File: config.mk
export PLATFORM = sky130hd
export DESIGN_NAME = barrel_unrotator
export DESIGN_NICKNAME = d
export VERILOG_FILES = /design/src/rtl/barrel_pkg.sv /design/src/rtl/barrel_unrotator_stage.sv /design/src/rtl/barrel_unrotator.sv
export SDC_FILE = /design/constraint.sdc
export NUM_CORES = 1
export LEC_CHECK = 0
export ABC_AREA = 1
export CAP_MARGIN = 20
export CORE_MARGIN = 3
export CORE_UTILIZATION = 46
export CTS_CLUSTER_DIAMETER = 30
export CTS_CLUSTER_SIZE = 24
export DETAILED_ROUTE_END_ITERATION = 8
export GPL_TIMING_DRIVEN = 1
export PLACE_DENSITY_LB_ADDON = 0.05
export REMOVE_ABC_BUFFERS = 1
export SLEW_MARGIN = 10
export SYNTH_ARGS = -nofsm -noshare
export SYNTH_HDL_FRONTEND = slang
export SYNTH_HIERARCHICAL = 1
export SYNTH_SLANG_ARGS = --single-unit
File: constraint.sdc
create_clock -name clk -period 1 [get_ports clk]
set_input_delay 0.2 -clock clk [delete_from_list [all_inputs] [get_ports clk]]
set_output_delay 0.2 -clock clk [all_outputs]
set_load 0.05 [all_outputs]
File: src/rtl/barrel_pkg.sv
// barrel_pkg: shared width default, rotate helpers and stage payload type for the barrel shifter pair
package barrel_pkg;
  localparam int BARREL_W = 4;
  localparam int BARREL_MAXW = 64;
  typedef struct packed {
    logic [BARREL_W-1:0] data;
    logic [$clog2(BARREL_W)-1:0] amt;
    logic par;
  } payload_t;
  function automatic logic [BARREL_MAXW-1:0] rotl(input logic [BARREL_MAXW-1:0] data, input int amt, input int w);
    logic [BARREL_MAXW-1:0] r;
    r = '0;
    for (int i = 0; i < w; i++) r[(i + amt) % w] = data[i];
    return r;
  endfunction
  function automatic logic [BARREL_MAXW-1:0] rotr(input logic [BARREL_MAXW-1:0] data, input int amt, input int w);
    logic [BARREL_MAXW-1:0] r;
    r = '0;
    for (int i = 0; i < w; i++) r[(i + w - (amt % w)) % w] = data[i];
    return r;
  endfunction
endpackage

File: src/rtl/barrel_unrotator_stage.sv
// unrot_stage: one registered conditional rotate-left by 2^K with valid/ready advance; parity port under BARREL_UNROT_PARITY_EN
module unrot_stage
  import barrel_pkg::*;
#(
  parameter int W = BARREL_W,
  parameter int K = 0,
  localparam int SW = $clog2(W)
) (
  input  logic          clk,
  input  logic          rst,
  input  logic          in_valid,
  output logic          in_ready,
  input  logic [W-1:0]  in_data,
  input  logic [SW-1:0] in_amt,
`ifdef BARREL_UNROT_PARITY_EN
  input  logic          in_par,
  output logic          out_par,
`endif
  output logic          out_valid,
  input  logic          out_ready,
  output logic [W-1:0]  out_data,
  output logic [SW-1:0] out_amt
);
  localparam int S = 1 << K;
  logic [W-1:0] rot;
  // in_amt[0] is always this stage's bit: earlier stages shift the consumed bits out
  assign rot = in_amt[0] ? {in_data[W-1-S:0], in_data[W-1:W-S]} : in_data;
  assign in_ready = !out_valid || out_ready;
  always_ff @(posedge clk) begin
    if (rst) begin
      out_valid <= 1'b0;
      out_data <= '0;
      out_amt <= '0;
`ifdef BARREL_UNROT_PARITY_EN
      out_par <= 1'b0;
`endif
    end else if (in_ready) begin
      out_valid <= in_valid;
      if (in_valid) begin
        out_data <= rot;
        out_amt <= in_amt >> 1;
`ifdef BARREL_UNROT_PARITY_EN
        out_par <= in_par;
`endif
      end
    end
  end
endmodule

File: src/rtl/barrel_unrotator.sv
// barrel_unrotator: pipelined rotate-left by in_amt undoing the forward rotate-right, one stage per amount bit
// ports: clk, rst (sync, active-high), in_valid/in_ready/in_data/in_amt, out_valid/out_ready/out_data
// BARREL_UNROT_PARITY_EN adds in_par (even parity of the unrotated word) and out_par_err
module barrel_unrotator
  import barrel_pkg::*;
#(
  parameter int W = BARREL_W,
  localparam int SW = $clog2(W)
) (
  input  logic          clk,
  input  logic          rst,
  input  logic          in_valid,
  output logic          in_ready,
  input  logic [W-1:0]  in_data,
  input  logic [SW-1:0] in_amt,
`ifdef BARREL_UNROT_PARITY_EN
  input  logic          in_par,
  output logic          out_par_err,
`endif
  output logic          out_valid,
  input  logic          out_ready,
  output logic [W-1:0]  out_data
);
  logic [SW:0] v, rdy;
  logic [W-1:0] d [SW+1];
  logic [SW-1:0] a [SW+1];
  assign v[0] = in_valid;
  assign d[0] = in_data;
  assign a[0] = in_amt;
  assign in_ready = rdy[0];
  assign rdy[SW] = out_ready;
  assign out_valid = v[SW];
  assign out_data = d[SW];
`ifdef BARREL_UNROT_PARITY_EN
  logic [SW:0] p;
  assign p[0] = in_par;
  assign out_par_err = out_valid && ((^out_data) != p[SW]);
`endif
  for (genvar k = 0; k < SW; k++) begin : g_stage
    unrot_stage #(.W(W), .K(k)) u_stage (
      .clk(clk),
      .rst(rst),
      .in_valid(v[k]),
      .in_ready(rdy[k]),
      .in_data(d[k]),
      .in_amt(a[k]),
`ifdef BARREL_UNROT_PARITY_EN
      .in_par(p[k]),
      .out_par(p[k+1]),
`endif
      .out_valid(v[k+1]),
      .out_ready(rdy[k+1]),
      .out_data(d[k+1]),
      .out_amt(a[k+1])
    );
  end
endmodule

==> results of run 1 <==
## cell usage in the layout, fill, tap and decap left out
cell and count:
nand2_1 25, dlygate4sd2_1 1, inv_2 2, o21ai_0 8, a21oi_1 2, buf_4 3, nand2_2 1, dfxtp_4 1
clkbuf_1 1, dfxtp_1 5, nor2_1 17, clkbuf_4 3, a21oi_2 1, dfxtp_2 5, clkdlybuf4s50_1 8, nand2_4 4
buf_12 6, nand3b_1 1, inv_1 18
## critical path: stages (launching register included)
cell     delay [ns]
dfxtp_4        0.36
nand2_4        0.04
inv_2          0.05
nand2_4        0.05
buf_12         0.15
## per-layer routing
metal	wire length (microns)	GRT usage (%)	vias up
li1	-	-	313
met1	479	16.8	235
met2	566	27.8	20
met3	91	3.26	2
met4	4	7.38	0
met5	0	0	-
## final timing paths
path | start | to | slack (ns) | cells after the start
setup reg to reg | g_stage[1].u_stage/out_valid | g_stage[0].u_stage/out_data[1] | -0.02 | 7
setup / recovery | g_stage[1].u_stage/out_valid | in_ready | -0.12 | 4
hold / removal | out_ready | g_stage[1].u_stage/out_valid | 0.46 | 5
hold reg to reg | g_stage[1].u_stage/out_data[2] | g_stage[1].u_stage/out_data[2] | 0.54 | 4
## through the flow
step                power (uW)  TNS, ns  cell area, sq um
floorplan                  650    -2.76               561
global placement           772    -2.73               795
detailed placement         782    -3.18               795
CTS                       1090   -0.223               845
global route              1140   -0.567               855
finish                    1080   -0.277               855
## state kept, by name (all words and copies together) (netlist names)
| name | count |
|---|---|
| g_stage.u_stage/out_amt | 1 |
| g_stage.u_stage/out_valid | 2 |
| g_stage.u_stage/out_data | 8 |
## cell type report
type,count,area (sq um),area share [%]
clock buffer,4,26.3,3.07
inverter,20,75.1,8.78
multi-input combinational,59,275,32.2
sequential,11,230,26.9
tap,13,16.3,1.90
timing repair buffer,18,231,27.1
## power groups by stage
stage / logic [uW] / registers [uW] / clock network, uW
floorplan: 98.5 / 551 / 0
global placement: 261 / 511 / 0
detailed placement: 269 / 513 / 0
CTS: 277 / 501 / 308
global route: 303 / 508 / 329
finish: 280 / 504 / 297
## what timing repair did
action / in CTS / in global routing
setup endpoints to repair: 6 / 11
setup buffers: 2 / 0
resized for setup: 5 / 6
cloned: 1 / 0
pin swaps: 1 / 0
hold endpoints to repair: 0 / 0
==> reports/qor.yml, run 1 <==
final_layout:
  areaGrowthSynthToFinish_pct: 52.5
  post-route-util_pct: 82.8
  nFillCells: 72
  stdcell_count: 125
  nNetsFinal: 123
  drive_gt1_share_pct: 23.2
  n_antenna_cell: 0
floorplanning:
  rows: 11
  ios: 16
  die_area_sq_um: 1670
  die_w_microns: 40.9
  coreArea_sq_um: 1030
  fp.dieH_microns: 40.9
  start_util_pct: 54.3
hold_path:
  hold_class: "in -> reg"
sta:
  finalCritPeriodShare_pct: 112
  hold_ws_ns: 0.458
  setup_ws_ns: -0.120
  finalSetupViolCount: 6
  worst_pin_slew_ns: 0.257
  finClkSkew_ns: 0.00528
  maxSlewHeadroom_pct: 82.8
  timing.fmax_mhz: 893
  hold_viol: 0
  rsz0062_at_grt: "true"
  final_max_slew_viol_count: 0
  post-route-min-period_ns: 1.12
drt:
  drt-vias-per-instance: 4.56
  routed_wirelength_mm: 1.14
  first_pass_iters: 4
  drt_iter0_markers: 13
  ant_nets: 0
  wl_per_cell_microns: 9.14
  post-route-drc-count: 0
  vias: 570
power:
  p_sw_uw: 320
  p_int_uw: 761
  p_seq_share_pct: 46.7
  clkPwrFrac_pct: 27.5
  p_per_area_nw_per_um2: 1260
  ir_drop_mv: 0.914
  sw_frac_of_total_pct: 29.6
  power_leakage_uw: 0.000441
  combPwrFrac_pct: 25.9
clocking:
  cts_buffers: 3
  cts_root_buffer: "clkbuf_4"
  clkSinkCount: 11
  clk_latency_ns: 0.26
  ctsHoldBuffers: 0
  cts_tree: "built"
  cts_max_level: 1
  clockBufferDepth: 2
  clkTransAtPathRegs_ns: 0.07
worst_setup_path:
  crit_path_end_kind: "output port"
  worstPathRequired_ns: 0.80
  cp_max_fo: 2
  critPathLaunchType: "flip-flop"
  critPathArrivalTime_ns: 0.92
  criticalPathCategory: "reg -> out"
global_route:
  grt_pass1_wl_mm: 1.67
  grt_max_degree: 10
  grt_pass1_vias: 423
  grt_overflow_total: 0
  grt_util_all_layers_pct: 15.5
  antenna_found_initial: 0
synthesis:
  syn_inst: 89
  synth_area_sq_um: 561
  syn_area_per_cell_sq_um: 6.30
  synth_warnings: 6
status:
  status: "finished with violations"
  violations: "negative setup slack"
place:
  io_buffer_count: 15
  gp_congestion: 0.657
  place_hpwl_microns: 853
  place_ws_ns: -0.301
  dpl.cell_count: 118
run:
  drv_cap: 0
Power figures use the tool's default switching activity.
==> run 2, diff against run 1 <==
- GPL_TIMING_DRIVEN: 1 -> 0
==> reports/qor.yml, run 2 (synthesis results as in run 1) <==
status:
  status: "finished with violations"
  violations: "negative setup slack"
run:
  drv_cap: 0
worst_setup_path:
  crit_path_end_kind: "output port"
  crit_chain: "nand2_4 > inv_2 > nand2_4 > buf_8"
  cpMostUsedCell: "nand2_4"
  critPathLaunchType: "flip-flop"
  crit_path_top_delay_cell: "dfxtp_2"
  criticalPathCategory: "reg -> out"
  cp_top_family: "flip-flops"
  critPathArrivalTime_ns: 0.92
  max_stage_delay_ns: 0.35
  cp_max_fo: 2
  worstPathRequired_ns: 0.80
  path_buf_inv: 2
drt:
  vias: 548
  drt_iter0_markers: 6
  first_pass_iters: 4
  ant_nets: 0
  routed_wirelength_mm: 1.09
  drt-vias-per-instance: 4.38
  wl_per_cell_microns: 8.68
  post-route-drc-count: 0
clocking:
  clockBufferDepth: 2
  ctsHoldBuffers: 0
  clkTransAtPathRegs_ns: 0.07
  clkSinkCount: 11
  cts_max_level: 1
  clk_latency_ns: 0.26
  cts_root_buffer: "clkbuf_4"
  cts_buffers: 3
  cts_tree: "built"
global_route:
  grt_pass1_vias: 367
  grt_max_degree: 10
  use_met1_pct: 15.5
  grt_pass1_wl_mm: 1.44
  grt_util_all_layers_pct: 13.4
  grt-busiest-layer: "met2"
  grtUsageMet3_pct: 3.26
  antenna_found_initial: 0
  grt_use_met2_pct: 22.0
  grt_overflow_total: 0
power:
  power_leakage_uw: 0.000421
  ir_drop_mv: 0.899
  power.total_uw: 1040
  p_per_area_nw_per_um2: 1300
sta:
  finalCritPeriodShare_pct: 112
  setup_ws_ns: -0.116
  post-route-min-period_ns: 1.12
  rsz0062_at_grt: "true"
  final_max_slew_viol_count: 0
  finalSetupViolCount: 9
  finClkSkew_ns: 0.00205
  hold_viol: 0
  hold_ws_ns: 0.528
  maxSlewHeadroom_pct: 82.0
  timing.fmax_mhz: 896
  worst_pin_slew_ns: 0.268
floorplanning:
  die_area_sq_um: 1670
  coreArea_sq_um: 1030
  start_util_pct: 54.3
  fp.dieH_microns: 40.9
  rows: 11
  die_w_microns: 40.9
  ios: 16
place:
  dpl.cell_count: 117
  io_buffer_count: 15
  gp_congestion: 0.657
  place_hpwl_microns: 706
  place_ws_ns: -0.942
final_layout:
  drive_gt1_share_pct: 20.5
  largestRegisters: "g_stage.u_stage/out_data x8, g_stage.u_stage/out_valid x2, g_stage.u_stage/out_amt x1"
  layout_commonest_cell: "nand2_1"
  largest_reg_flops: 8
  final_cell_mix: "nand2_1 (25), inv_1 (18), nor2_1 (14)"
  stdcell_count: 125
  nNetsFinal: 123
  regMostFlops: "g_stage.u_stage/out_data"
  n_antenna_cell: 0
  areaGrowthSynthToFinish_pct: 41.7
hold_path:
  hold_class: "reg -> reg"
[run 2: cell types whose count changed in the layout (fill, tap and decap cells not counted)]
| cell | change |
|---|---|
| dfxtp_2 | -4 |
| dfxtp_4 | -1 |
| a21oi_1 | +1 |
| buf_12 | -6 |
| buf_6 | +4 |
| a21oi_2 | -1 |
| buf_2 | +1 |
| buf_8 | +1 |
| dfxtp_1 | +5 |
| nor2_1 | -3 |
| nor2_2 | +3 |
[run 2: tightest hold or removal path, stage by stage (launching register included)]
cell	delay (ns)
dfxtp_1	0.32
inv_1	0.05
nand2_1	0.04
nand2_1	0.05
nor2_1	0.03
[run 2: area by class of cell]
class / instances / area [sq um]
Multi-Input combinational cell: 59 / 279
Fill cell: 94 / 238
Sequential cell: 11 / 221
Timing Repair Buffer: 18 / 176
Inverter: 20 / 75.1
Clock buffer: 4 / 26.3
Tap cell: 13 / 16.3
[run 2: final timing paths]
check	from	to	slack [ns]	depth (start not counted)
worst max-delay path	g_stage[1].u_stage/out_valid	in_ready	-0.12	4
worst min-delay path	g_stage[1].u_stage/out_data[1]	g_stage[1].u_stage/out_data[1]	0.53	4
worst max register to register	g_stage[1].u_stage/out_valid	g_stage[0].u_stage/out_data[2]	-0.04	7
worst min register to register	g_stage[1].u_stage/out_data[1]	g_stage[1].u_stage/out_data[1]	0.53	4
[run 2: layer usage]
layer,up-vias,share of wire [%]
met1,226,45
met5,-,0
met2,12,50
met4,0,0
met3,0,5.2
li1,310,-
[run 2: timing repair]
item	CTS	global route
pin swaps	1	1
buffers inserted	2	1
endpoints found under the setup margin	10	10
cloned	1	0
gates resized for setup	41	7
[run 2: per-stage QoR]
stage          TNS [ns]  instance area, sq um  util [%]
2_1_floorplan     -2.76                   561         -
3_3_place_gp      -4.51                   727      70.4
3_5_place_dp      -4.80                   727      70.4
4_1_cts          -0.193                   764      74.1
5_1_grt          -0.910                   795      77.0
6_report         -0.270                   795      77.0
[run 2: report_power, final]
| group | internal (uW) | switching [uW] |
|---|---|---|
| clock network | 154 | 138 |
| registers | 471 | 26.6 |
| logic | 105 | 143 |
==> run 3, diff against run 2 <==
- REMOVE_ABC_BUFFERS: 1 -> unset
==> reports/qor.yml, run 3 (synthesis results as in run 1) <==
status:
  status: "finished with violations"
  violations: "negative setup slack"
worst_setup_path:
  cp_top_family: "flip-flops"
  critPathLaunchType: "flip-flop"
  path_buf_inv: 2
  critPathArrivalTime_ns: 0.97
  cp_max_fo: 2
  criticalPathCategory: "reg -> out"
  crit_path_end_kind: "output port"
  worstPathRequired_ns: 0.80
  crit_path_top_delay_cell: "dfxtp_4"
  max_stage_delay_ns: 0.36
  r2r_slack_ns: -0.05
  crit_chain: "nand2_4 > inv_4 > nand2_8 > buf_8"
floorplanning:
  ios: 16
  fp.dieH_microns: 40.9
  die_w_microns: 40.9
  rows: 11
  start_util_pct: 54.3
  die_area_sq_um: 1670
  coreArea_sq_um: 1030
final_layout:
  largest_reg_flops: 8
  areaGrowthSynthToFinish_pct: 53.8
  regMostFlops: "g_stage.u_stage/out_data"
  n_antenna_cell: 0
  drive_gt1_share_pct: 29.2
  layout_commonest_cell: "nand2_1"
  final_cell_mix: "nand2_1 (23), inv_1 (18), nor2_1 (14)"
  largestRegisters: "g_stage.u_stage/out_data x8, g_stage.u_stage/out_valid x2, g_stage.u_stage/out_amt x1"
  nFillCells: 74
  nNetsFinal: 124
clocking:
  cts_tree: "built"
  clk_latency_ns: 0.28
  clkSinkCount: 11
  cts_max_level: 1
  cts_buffers: 3
  cts_root_buffer: "clkbuf_4"
  clkTransAtPathRegs_ns: 0.07
  ctsHoldBuffers: 0
  clockBufferDepth: 2
drt:
  routed_wirelength_mm: 1.19
  ant_nets: 0
  wl_per_cell_microns: 9.46
  drt_iter0_markers: 10
  vias: 560
  first_pass_iters: 4
  drt-vias-per-instance: 4.44
  post-route-drc-count: 0
sta:
  finClkSkew_ns: 0.00287
  hold_ws_ns: 0.520
  final_max_slew_viol_count: 0
  finalSetupViolCount: 10
  finalCritPeriodShare_pct: 117
  timing.fmax_mhz: 855
  post-route-min-period_ns: 1.17
  hold_viol: 0
  worst_pin_slew_ns: 0.390
  setup_ws_ns: -0.169
  rsz0062_at_grt: "true"
  maxSlewHeadroom_pct: 73.9
place:
  place_hpwl_microns: 738
  gp_congestion: 0.680
  io_buffer_count: 15
global_route:
  grt_overflow_total: 0
  grt_pass1_vias: 435
  antenna_found_initial: 0
  grt_max_degree: 10
  grt_pass1_wl_mm: 1.70
  grt_util_all_layers_pct: 15.8
power:
  power_leakage_uw: 0.000425
  power.total_uw: 1090
  p_per_area_nw_per_um2: 1270
  ir_drop_mv: 0.931
hold_path:
  hold_class: "reg -> reg"
run:
  drv_cap: 0
synthesis:
  synth_nets: 99
==> run 3: worst paths after layout <==
check / end / cells after the start / from
min: g_stage[1].u_stage/out_data[0] / 4 / g_stage[1].u_stage/out_data[0]
max reg2reg: g_stage[0].u_stage/out_data[1] / 8 / g_stage[1].u_stage/out_valid
min reg2reg: g_stage[1].u_stage/out_data[0] / 4 / g_stage[1].u_stage/out_data[0]
max: in_ready / 4 / g_stage[1].u_stage/out_valid
==> run 3: worst register-to-register path: stages (launching register included) <==
cell and delay, ns:
dfxtp_4 0.36, nand2_4 0.07, inv_4 0.04, nand2_8 0.06
buf_6 0.14, nand2_8 0.07, nand2_2 0.09, nand2_2 0.05
nor2_2 0.10
==> run 3: final cells by class <==
class / instances / area [sq um] / area share [%]
multi-input cells: 59 / 314 / 36.4
clock buffers: 4 / 26.3 / 3.05
flip-flops and latches: 11 / 230 / 26.7
repair buffers: 19 / 198 / 22.9
well taps: 13 / 16.3 / 1.89
inverters: 20 / 77.6 / 9.00
==> run 3: power breakdown <==
group | total [uW] | switching [uW] | internal, uW
clock network | 321 | 166 | 155
registers | 502 | 29.7 | 472
logic | 269 | 151 | 118
==> run 3: per-stage QoR <==
step           area, sq um  setup WS (ns)  cells  util (%)  setup TNS (ns)
6_report               862         -0.169    126      83.5          -0.475
5_1_grt                862         -0.206    126      83.5           -1.04
3_5_place_dp           751         -0.939    117      72.7           -4.76
4_1_cts                797         -0.158    123      77.2          -0.332
2_1_floorplan          584        -0.0598     89         -          -0.256
3_3_place_gp           751         -0.931    117      72.7           -4.59
==> run 3: repair_timing <==
item / 4_1_cts / 5_1_grt
gates cloned: 0 / 1
gates resized for setup: 44 / 16
setup endpoints to repair: 6 / 12
setup buffers: 2 / 2
pin swaps: 1 / 2
==> run 3: layer usage <==
metal / vias up / wire (microns) / track usage [%]
met1: 232 / 483 / 15.8
met3: 3 / 71 / 8.15
li1: 311 / - / -
met2: 14 / 620 / 26.3
met4: 0 / 17 / 8.20
met5: - / 0 / 0
